--- config.mk ---
export PLATFORM = sky130hd
export DESIGN_NAME = fetch_unit
export DESIGN_NICKNAME = d
export VERILOG_FILES = /design/src/rtl/fetch_pkg.sv /design/src/rtl/fetch_fifo.sv /design/src/rtl/fetch_unit.sv
export SDC_FILE = /design/constraint.sdc
export NUM_CORES = 1
export LEC_CHECK = 0
export BUFFER_PORTS_ARGS = -buffer_cell sky130_fd_sc_hd__buf_4
export CAP_MARGIN = 20
export CORE_MARGIN = 8
export CORE_UTILIZATION = 46
export CTS_CLUSTER_DIAMETER = 200
export CTS_CLUSTER_SIZE = 25
export DETAILED_ROUTE_END_ITERATION = 10
export PLACE_DENSITY = 0.79
export SYNTH_ARGS = -nofsm -noshare
export SYNTH_HDL_FRONTEND = slang
export SYNTH_SLANG_ARGS = --single-unit
--- constraint.sdc ---
create_clock -name clk_i -period 3.6 [get_ports clk_i]
set_input_delay 0.72 -clock clk_i [delete_from_list [all_inputs] [get_ports clk_i]]
set_output_delay 0.72 -clock clk_i [all_outputs]
set_load 0.02 [all_outputs]
--- src/rtl/fetch_pkg.sv ---
`default_nettype none
// ============================================================================
//  Module      : fetch_pkg
//  Description : Shared types and constants for the instruction fetch unit:
//                FSM state encoding, buffer entry layout, instruction size.
//  Revision    : 1.0 - initial release
// ============================================================================
package fetch_pkg;

  typedef enum logic [1:0] {
    BOOT   = 2'd0,
    RUN    = 2'd1,
    HALTED = 2'd2
  } fetch_state_e;

  typedef struct packed {
    logic [31:0] pc;
    logic [31:0] instr;
  } fetch_entry_t;

  localparam int INSTR_BYTES = 4;

endpackage
`default_nettype wire

--- src/rtl/fetch_fifo.sv ---
`default_nettype none
// ============================================================================
//  Module      : fetch_fifo
//  Description : Instruction buffer. FIFO of fetch entries with wrap-around
//                pointers carrying an extra MSB to tell full from empty.
//                Flush empties the buffer in one cycle. The head output reads
//                zero while the buffer is empty.
//  Revision    : 1.0 - initial release
// ============================================================================
module fetch_fifo
  import fetch_pkg::*;
#(
  parameter int DEPTH = 2
) (
  input  logic         clk_i,
  input  logic         rst_ni,
  input  logic         flush_i,
  input  logic         push_i,
  input  fetch_entry_t data_i,
  input  logic         pop_i,
  output fetch_entry_t data_o,
  output logic         full_o,
  output logic         empty_o
);

  localparam int AW = (DEPTH > 1) ? $clog2(DEPTH) : 1;
  localparam logic [AW:0] PTR_ONE = {{AW{1'b0}}, 1'b1};

  logic [AW:0]  wr_ptr_q, wr_ptr_d;
  logic [AW:0]  rd_ptr_q, rd_ptr_d;
  fetch_entry_t mem_q [DEPTH];
  fetch_entry_t mem_d [DEPTH];
  logic         do_push;
  logic         do_pop;

  assign empty_o = (wr_ptr_q == rd_ptr_q);
  assign full_o  = (wr_ptr_q[AW] != rd_ptr_q[AW]) &&
                   (wr_ptr_q[AW-1:0] == rd_ptr_q[AW-1:0]);

  // A pop frees the head slot at the same edge, so a full buffer still
  // accepts a push when it is popped in the same cycle.
  assign do_pop  = pop_i && !empty_o;
  assign do_push = push_i && (!full_o || do_pop);

  assign data_o  = empty_o ? '0 : mem_q[rd_ptr_q[AW-1:0]];

  // Next pointer and storage contents; flush overrides push and pop.
  always_comb begin
    mem_d    = mem_q;
    wr_ptr_d = wr_ptr_q;
    rd_ptr_d = rd_ptr_q;
    if (flush_i) begin
      wr_ptr_d = '0;
      rd_ptr_d = '0;
    end else begin
      if (do_push) begin
        mem_d[wr_ptr_q[AW-1:0]] = data_i;
        wr_ptr_d                = wr_ptr_q + PTR_ONE;
      end
      if (do_pop) begin
        rd_ptr_d = rd_ptr_q + PTR_ONE;
      end
    end
  end

  // Buffer state registers; reset clears pointers and storage.
  always_ff @(posedge clk_i or negedge rst_ni) begin
    if (!rst_ni) begin
      wr_ptr_q <= '0;
      rd_ptr_q <= '0;
      for (int i = 0; i < DEPTH; i++) begin
        mem_q[i] <= '0;
      end
    end else begin
      wr_ptr_q <= wr_ptr_d;
      rd_ptr_q <= rd_ptr_d;
      mem_q    <= mem_d;
    end
  end

endmodule
`default_nettype wire

--- src/rtl/fetch_unit.sv ---
`default_nettype none
// ============================================================================
//  Module      : fetch_unit
//  Description : Sequential instruction fetch with a small instruction buffer,
//                halt and redirect. Instruction memory read is combinational;
//                the consumer sees only buffered (registered) entries.
//  Options     : FETCH_MISALIGN_CHECK_EN - when defined, a redirect to a
//                non-word-aligned target raises fault_o and stops fetching
//                until reset or an aligned redirect. When undefined, the low
//                two target bits are forced to zero and fault_o is absent.
//  Revision    : 1.0 - initial release
// ============================================================================
module fetch_unit
  import fetch_pkg::*;
#(
  parameter logic [31:0] RESET_PC  = 32'h0000_0000,
  parameter int          BUF_DEPTH = 2
) (
  input  logic        clk_i,
  input  logic        rst_ni,
  output logic [31:0] imem_addr_o,
  input  logic [31:0] imem_instr_i,
  input  logic        halt_i,
  input  logic        redirect_i,
  input  logic [31:0] redirect_pc_i,
  output logic        instr_valid_o,
  input  logic        instr_ready_i,
  output logic [31:0] instr_o,
`ifdef FETCH_MISALIGN_CHECK_EN
  output logic        fault_o,
`endif
  output logic [31:0] instr_pc_o
);

  fetch_state_e state_q, state_d;
  logic [31:0]  pc_q, pc_d;
  logic [31:0]  target_pc;
  logic         fetch_blocked;
  logic         buf_full;
  logic         buf_empty;
  logic         push;
  logic         pop;
  fetch_entry_t push_entry;
  fetch_entry_t head_entry;

`ifdef FETCH_MISALIGN_CHECK_EN
  logic fault_q, fault_d;

  assign target_pc     = redirect_pc_i;
  assign fetch_blocked = fault_q;
  assign fault_o       = fault_q;

  // Fault is sampled on every redirect and otherwise sticky.
  always_comb begin
    fault_d = fault_q;
    if (redirect_i) begin
      fault_d = |redirect_pc_i[1:0];
    end
  end

  // Fault flag register.
  always_ff @(posedge clk_i or negedge rst_ni) begin
    if (!rst_ni) begin
      fault_q <= 1'b0;
    end else begin
      fault_q <= fault_d;
    end
  end
`else
  assign target_pc     = redirect_pc_i & ~32'h0000_0003;
  assign fetch_blocked = 1'b0;
`endif

  assign imem_addr_o   = pc_q;
  assign instr_valid_o = !buf_empty;
  assign instr_o       = head_entry.instr;
  assign instr_pc_o    = head_entry.pc;

  assign pop  = instr_valid_o && instr_ready_i && !redirect_i;
  assign push = (state_q == RUN) && !halt_i && !redirect_i && !fetch_blocked &&
                (!buf_full || pop);

  assign push_entry.pc    = pc_q;
  assign push_entry.instr = imem_instr_i;

  // Next PC and FSM state; redirect wins over sequential advance.
  always_comb begin
    pc_d    = pc_q;
    state_d = state_q;
    if (redirect_i) begin
      pc_d = target_pc;
    end else if (push) begin
      pc_d = pc_q + 32'(INSTR_BYTES);
    end
    case (state_q)
      BOOT:    state_d = RUN;
      RUN:     if (halt_i)  state_d = HALTED;
      HALTED:  if (!halt_i) state_d = RUN;
      default: state_d = BOOT;
    endcase
  end

  // PC and FSM state registers.
  always_ff @(posedge clk_i or negedge rst_ni) begin
    if (!rst_ni) begin
      pc_q    <= RESET_PC;
      state_q <= BOOT;
    end else begin
      pc_q    <= pc_d;
      state_q <= state_d;
    end
  end

  fetch_fifo #(
    .DEPTH (BUF_DEPTH)
  ) u_fifo (
    .clk_i   (clk_i),
    .rst_ni  (rst_ni),
    .flush_i (redirect_i),
    .push_i  (push),
    .data_i  (push_entry),
    .pop_i   (pop),
    .data_o  (head_entry),
    .full_o  (buf_full),
    .empty_o (buf_empty)
  );

endmodule
`default_nettype wire

; Word level (Yosys, flattened, before mapping)
; Index checks and enable logic that the tools add are counted.
[word_totals]
wordCells = 61
input_bits = 69
regBits = 166
[op_classes]
n_lt_le_gt_ge = 3
n_reduce_logical = 21
bitwise_logic = 3
muxes = 16
n_eq_ne = 7
n_addsub = 3
[ops]
columns = cell, n
row1 = 2-to-1 mux 64 bit, 5
row2 = bitwise mux 128 bit, 1
row3 = demux 64 bit (select 1 bit), 1
row4 = 2-to-1 mux 32 bit, 2
row5 = adder 32 x 3 -> 32 bit (second input constant), 1
row6 = 2-to-1 mux 2 bit, 6
row7 = logical AND 1 bit, 9
row8 = one-hot mux 2 bit (3 select lines), 1
row9 = nonzero test 2 bit, 3
row10 = adder 2 x 1 -> 2 bit (second input constant), 2
row11 = >= comparator 2 bit (second input constant), 2
row12 = logical NOT 1 bit, 4
row13 = != test 2 bit (second input constant), 2
row14 = inverter 1 -> 2 bit, 2
row15 = AND reduction 2 bit, 2
row16 = == test 2 x 1 -> 1 bit (second input constant), 1
row17 = == test 2 bit, 1
row18 = == test 2 bit (second input constant), 1
row19 = logical NOT 2 bit, 1
row20 = logical OR 1 bit, 2
row21 = less-than comparator 2 x 1 -> 1 bit (second input constant), 1
row22 = == test 1 bit, 1
row23 = != test 1 bit, 1
row24 = inverter 1 bit, 1

; Logic depth before layout (Yosys ltp)
[depth]
ltp_word = 9
ltp_mapped = 8
mapped_depth_nobuf = 6

; By module
; Synthesis repeated with hierarchy kept, for this count alone.
[unflattened]
cells_unflattened = 679
hier_area_um2 = 8370.5
[modules_own_cells]
columns = mod, instances, cells_each, seq_area_each_um2, area_each_um2
row1 = fetch_fifo, 1, 445, 3303.2, 6347.3
row2 = fetch_unit, 1, 234, 800.8, 2023.2

; Worst setup path before layout
; Ideal clock, no wire load.
[synth_path]
path_type = reg-to-output
from = register u_fifo.rd_ptr_q[0]
to = output instr_o[0]
path_stages_with_launch = 5
setup_slack_ps = 1269
required_ps = 2880
arrival_time_ps = 1611
path_cell_list = dfrtp_1 buf_1 buf_1 mux2i_1 nor2_1
[synth_between]
elab_chain_len = 5
word_cells_on_any_way = 6
classes_between = eq/ne: 1 / mux: 4 / bitwise: 1
[synth_rtl]
columns = item, line
row1 = start: declaration, fetch_fifo.sv:30  ; logic [AW:0] rd_ptr_q, rd_ptr_d;
row2 = start signal: assignment, fetch_fifo.sv:76  ; rd_ptr_q <= rd_ptr_d;
row3 = inverter 1 -> 2 bit (implied by the code), fetch_fifo.sv:45  ; assign data_o = empty_o ? '0 : mem_q[rd_ptr_q[AW-1:0]];
row4 = 2-to-1 mux 64 bit (implied by the code) (3 in series), fetch_fifo.sv:45
row5 = 2-to-1 mux 64 bit *, fetch_fifo.sv:45
row6 = end: declaration, fetch_unit.sv:28  ; output logic [31:0] instr_o,
; Every way passes the cells marked *; elsewhere a longest branch is shown, timed or not. The select of a mux whose other input is x is not followed.

; Final worst setup path
[layout_path]
from = register u_fifo.rd_ptr_q[0]
to = output instr_pc_o[15]
[layout_between]
elab_chain_len = 5
word_cells_on_any_way = 6
classes_between = eq/ne: 1 / mux: 4 / bitwise: 1
[layout_rtl]
columns = item, line
row1 = inverter 1 -> 2 bit (implied by the code), fetch_fifo.sv:45
row2 = 2-to-1 mux 64 bit (implied by the code) (3 in series), fetch_fifo.sv:45
row3 = 2-to-1 mux 64 bit *, fetch_fifo.sv:45
row4 = end: declaration, fetch_unit.sv:32  ; output logic [31:0] instr_pc_o
; Marked as above.

==> out/metrics.cfg <==
[outcome]
outcome = finished clean

[power_and_ir_drop]
power.switching_w = 0.002891
leakagePower_nw = 4.272
seq_power_share_pct = 37.2
power_w = 0.008000
power_density_mw_per_mm2 = 839.1
clock_power_share_pct = 20.3
switching_share_pct = 36.14
p_int_w = 0.005109
combPwrFrac_pct = 42.4
irDropWorstVdd_mv = 0.4075

[sta]
maxSlewHeadroom_pct = 53.65
rsz0062_at_grt = no
finalSetupViolations = 0
hold_viol_final = 0
timing.final.crit_period_ps = 2895
worstMarginPinSlew_ps = 695.3
fin_ws_ps = 704.6
slew_violations = 0
max_freq_mhz = 345.4
fin_crit_sh_pct = 80.43
skew_ps = 8.987
setup-tns-final_ps = 0

[logic_synthesis]
syn_area_per_cell_um2 = 11.98
yosysSeqAreaShare_pct = 52.62
yosysUniqueCellTypes = 46
synth-main-ff-cell = dfrtp_1
synthTopCellsByArea = dfrtp_1, mux2_2, mux2i_1
synth_most_common_cell = dfrtp_1
synth_edf_count = 0
synth.yosys.warnings = 0
synth_top_area_share_pct = 52.62
synth_top_cell_by_area = dfrtp_1
synth-seq-cells = 160
synth_top_cells_by_count = dfrtp_1, mux2_2, nor2_1
async_reset_ff_share_pct = 100.0
netlist_instances = 635
synth_area_mm2 = 0.007609

[critical_path]
start_kind = flip-flop
slowest_stage = dfrtp_4
crit_required_ps = 2880
cp-end-kind = primary output
crit_arrival_ps = 2180
slowest_delay_ps = 620
cpMostUsedCell = buf_4
critical_path_class = flip-flop to primary output
path_delay_family = flip-flops
crit_chain = xnor2_1 -> and2_2 -> buf_4 -> nor2_1 -> buf_4
worst-path-max-fanout = 16
crit_buf_inv = 2

[global_routing]
grt_use_total_pct = 17.84
grt_max_degree = 75
antenna_found_initial = 0
grt_pass1_vias = 5559
grt.overflow.total = 0
grt_pass1_wl_um = 29140

[route]
dr.pass1.iters = 4
dr_wl_met2_um = 8576
drtIter0Drc = 205
antenna_left = 0
wl_met3_um = 1121
num_vias = 5326
drc = 0
drt-total-wl_um = 18030
wl_per_cell_um = 17.78
wl_met1_um = 8121
top_layer = met4
via_per_inst = 5.252

[floorplan]
rows = 47
die_area_mm2 = 0.02091
die_w_um = 144.6
start_util_pct = 46.54
die_height_um = 144.6
core_area_mm2 = 0.01635
ios = 166

[clock_network]
htreeDepth = 4
clkLatencyLatePin_ps = 410
cts_inserted_buffers = 17
ctsResizeCount = 0
cts_buffer_depth = 2
clk_pin_slew_worst_paths_ps = 50
cts_hold_buf = 0
postCtsSetupBuffers = 0
cts_tree = built
cts_sinks = 160
cts_root_buf = clkbuf_16

[final_layout]
area_growth_syn_to_layout_pct = 25.31
fin_area_mm2 = 0.009534
seq_area_mm2 = 0.004008
num-fill-cells = 1397
multiInputGateArea_mm2 = 0.003388
antenna-diode-count = 0
nNetsFinal = 854
drive_above_1_share_pct = 40.55

[place]
gp_congestion = 0.7512
preCtsSetupSlack_ps = 864.3
dp_hpwl_um = 12210
place_area_mm2 = 0.009015
portBuffers = 159

[flow_run]
max_cap_violations = 0

[worst_hold_path]
hold_class = input port to async pin

path summary, 6_finish.rpt:
| kind | start | end | slack (ps) | depth (start not counted) |
|---|---|---|---|---|
| setup / recovery | u_fifo.rd_ptr_q[0] | instr_pc_o[15] | 700 | 5 |
| hold / removal | rst_ni | u_fifo.mem_q[89] | 320 | 1 |
| setup reg to reg | u_fifo.rd_ptr_q[0] | u_fifo.mem_q[85] | 1180 | 6 |
| hold reg to reg | u_fifo.mem_q[89] | u_fifo.mem_q[89] | 480 | 1 |
| max in group asynchronous | rst_ni | u_fifo.rd_ptr_q[0] | 2320 | 2 |
| min in group clk_i | u_fifo.mem_q[89] | u_fifo.mem_q[89] | 480 | 1 |
final cells by class:
| cell class | instances | area share (%) |
|---|---|---|
| Sequential cell | 160 | 42.03 |
| Multi-Input combinational cell | 430 | 35.54 |
| Timing Repair Buffer | 172 | 13.98 |
| Clock buffer | 22 | 4.764 |
| Tap cell | 220 | 2.887 |
| Clock inverter | 7 | 0.6824 |
| Inverter | 3 | 0.1181 |
routing by layer:
| layer | up-vias | global-route usage [%] |
|---|---|---|
| met4 | 0 | 5.422 |
| li1 | 2494 | - |
| met3 | 18 | 4.457 |
| met1 | 2668 | 22.97 |
| met5 | - | 0 |
| met2 | 146 | 29.04 |
logic make-up (layout without fill, tap and decap cells):
family / count (synthesis) / after routing / synth area share [%]
other: 1 / 4 / 0.04929
buffers and inverters: 48 / 204 / 3.190
and+or+nand+nor: 168 / 168 / 10.85
adders and majority gates: 1 / 1 / 0.1644
DFF: 160 / 160 / 52.62
muxes: 186 / 186 / 26.49
AOI/OAI and AO/OA: 38 / 38 / 2.829
xor gates and xnor gates: 33 / 33 / 3.799
per-stage QoR:
stage | hold slack, ps | std cells | util (%)
after floorplan | 424.4 | 638 | -
after global placement | 466.5 | 985 | 55.14
after detailed placement | 474.0 | 985 | 55.14
after CTS | 347.3 | 1014 | 58.32
after global routing | 377.1 | 1014 | 58.32
final | 321.9 | 1014 | 58.32
state kept, by name (all words and copies together) (netlist names):
signal / cells
u_fifo.wr_ptr_q: 2
u_fifo.rd_ptr_q: 2
imem_addr_o: 30
state_q: 2
u_fifo.mem_q: 124
layout by cell type, fill, tap and decap left out, types with 2 or more instances in the layout:
cell type | Yosys | layout
and3_2 | 3 | 3
nand2_1 | 36 | 36
xor2_1 | 16 | 16
conb_1 | 1 | 4
o31a_1 | 2 | 2
mux2i_1 | 63 | 63
or4_1 | 2 | 2
buf_4 | 5 | 168
buf_12 | 0 | 3
mux2_2 | 107 | 107
nor3_1 | 6 | 6
clkbuf_1 | 15 | 4
clkinv_2 | 0 | 4
nor4_2 | 4 | 4
o21ai_0 | 24 | 24
nand3_1 | 12 | 12
clkinvlp_4 | 0 | 2
clkbuf_16 | 0 | 17
dfrtp_1 | 160 | 159
and3_1 | 2 | 2
nor4_1 | 3 | 3
inv_1 | 3 | 3
or3_1 | 2 | 2
mux2_1 | 16 | 16
nor2_1 | 71 | 71
and2_1 | 3 | 2
nand4_1 | 12 | 12
o21ai_1 | 6 | 6
a31oi_1 | 2 | 2
xnor2_1 | 17 | 17
power by group through the flow:
stage          combinational (W)  clock (W)  sequential [W]
4_1_cts                  0.00346    0.00166         0.00298
6_report                 0.00339    0.00163         0.00298
2_1_floorplan            0.00226          0         0.00288
5_1_grt                  0.00368    0.00174         0.00308
3_3_place_gp             0.00339          0         0.00297
3_5_place_dp             0.00345          0         0.00301
worst reg2reg max path: stages, from the launching register on:
cell and delay, ps:
dfrtp_4 620, xor2_1 290, o31ai_2 80, buf_4 210, nor3_4 130, buf_4 540
mux2_2 440
Note: power is estimated with default switching activity, not from simulation.
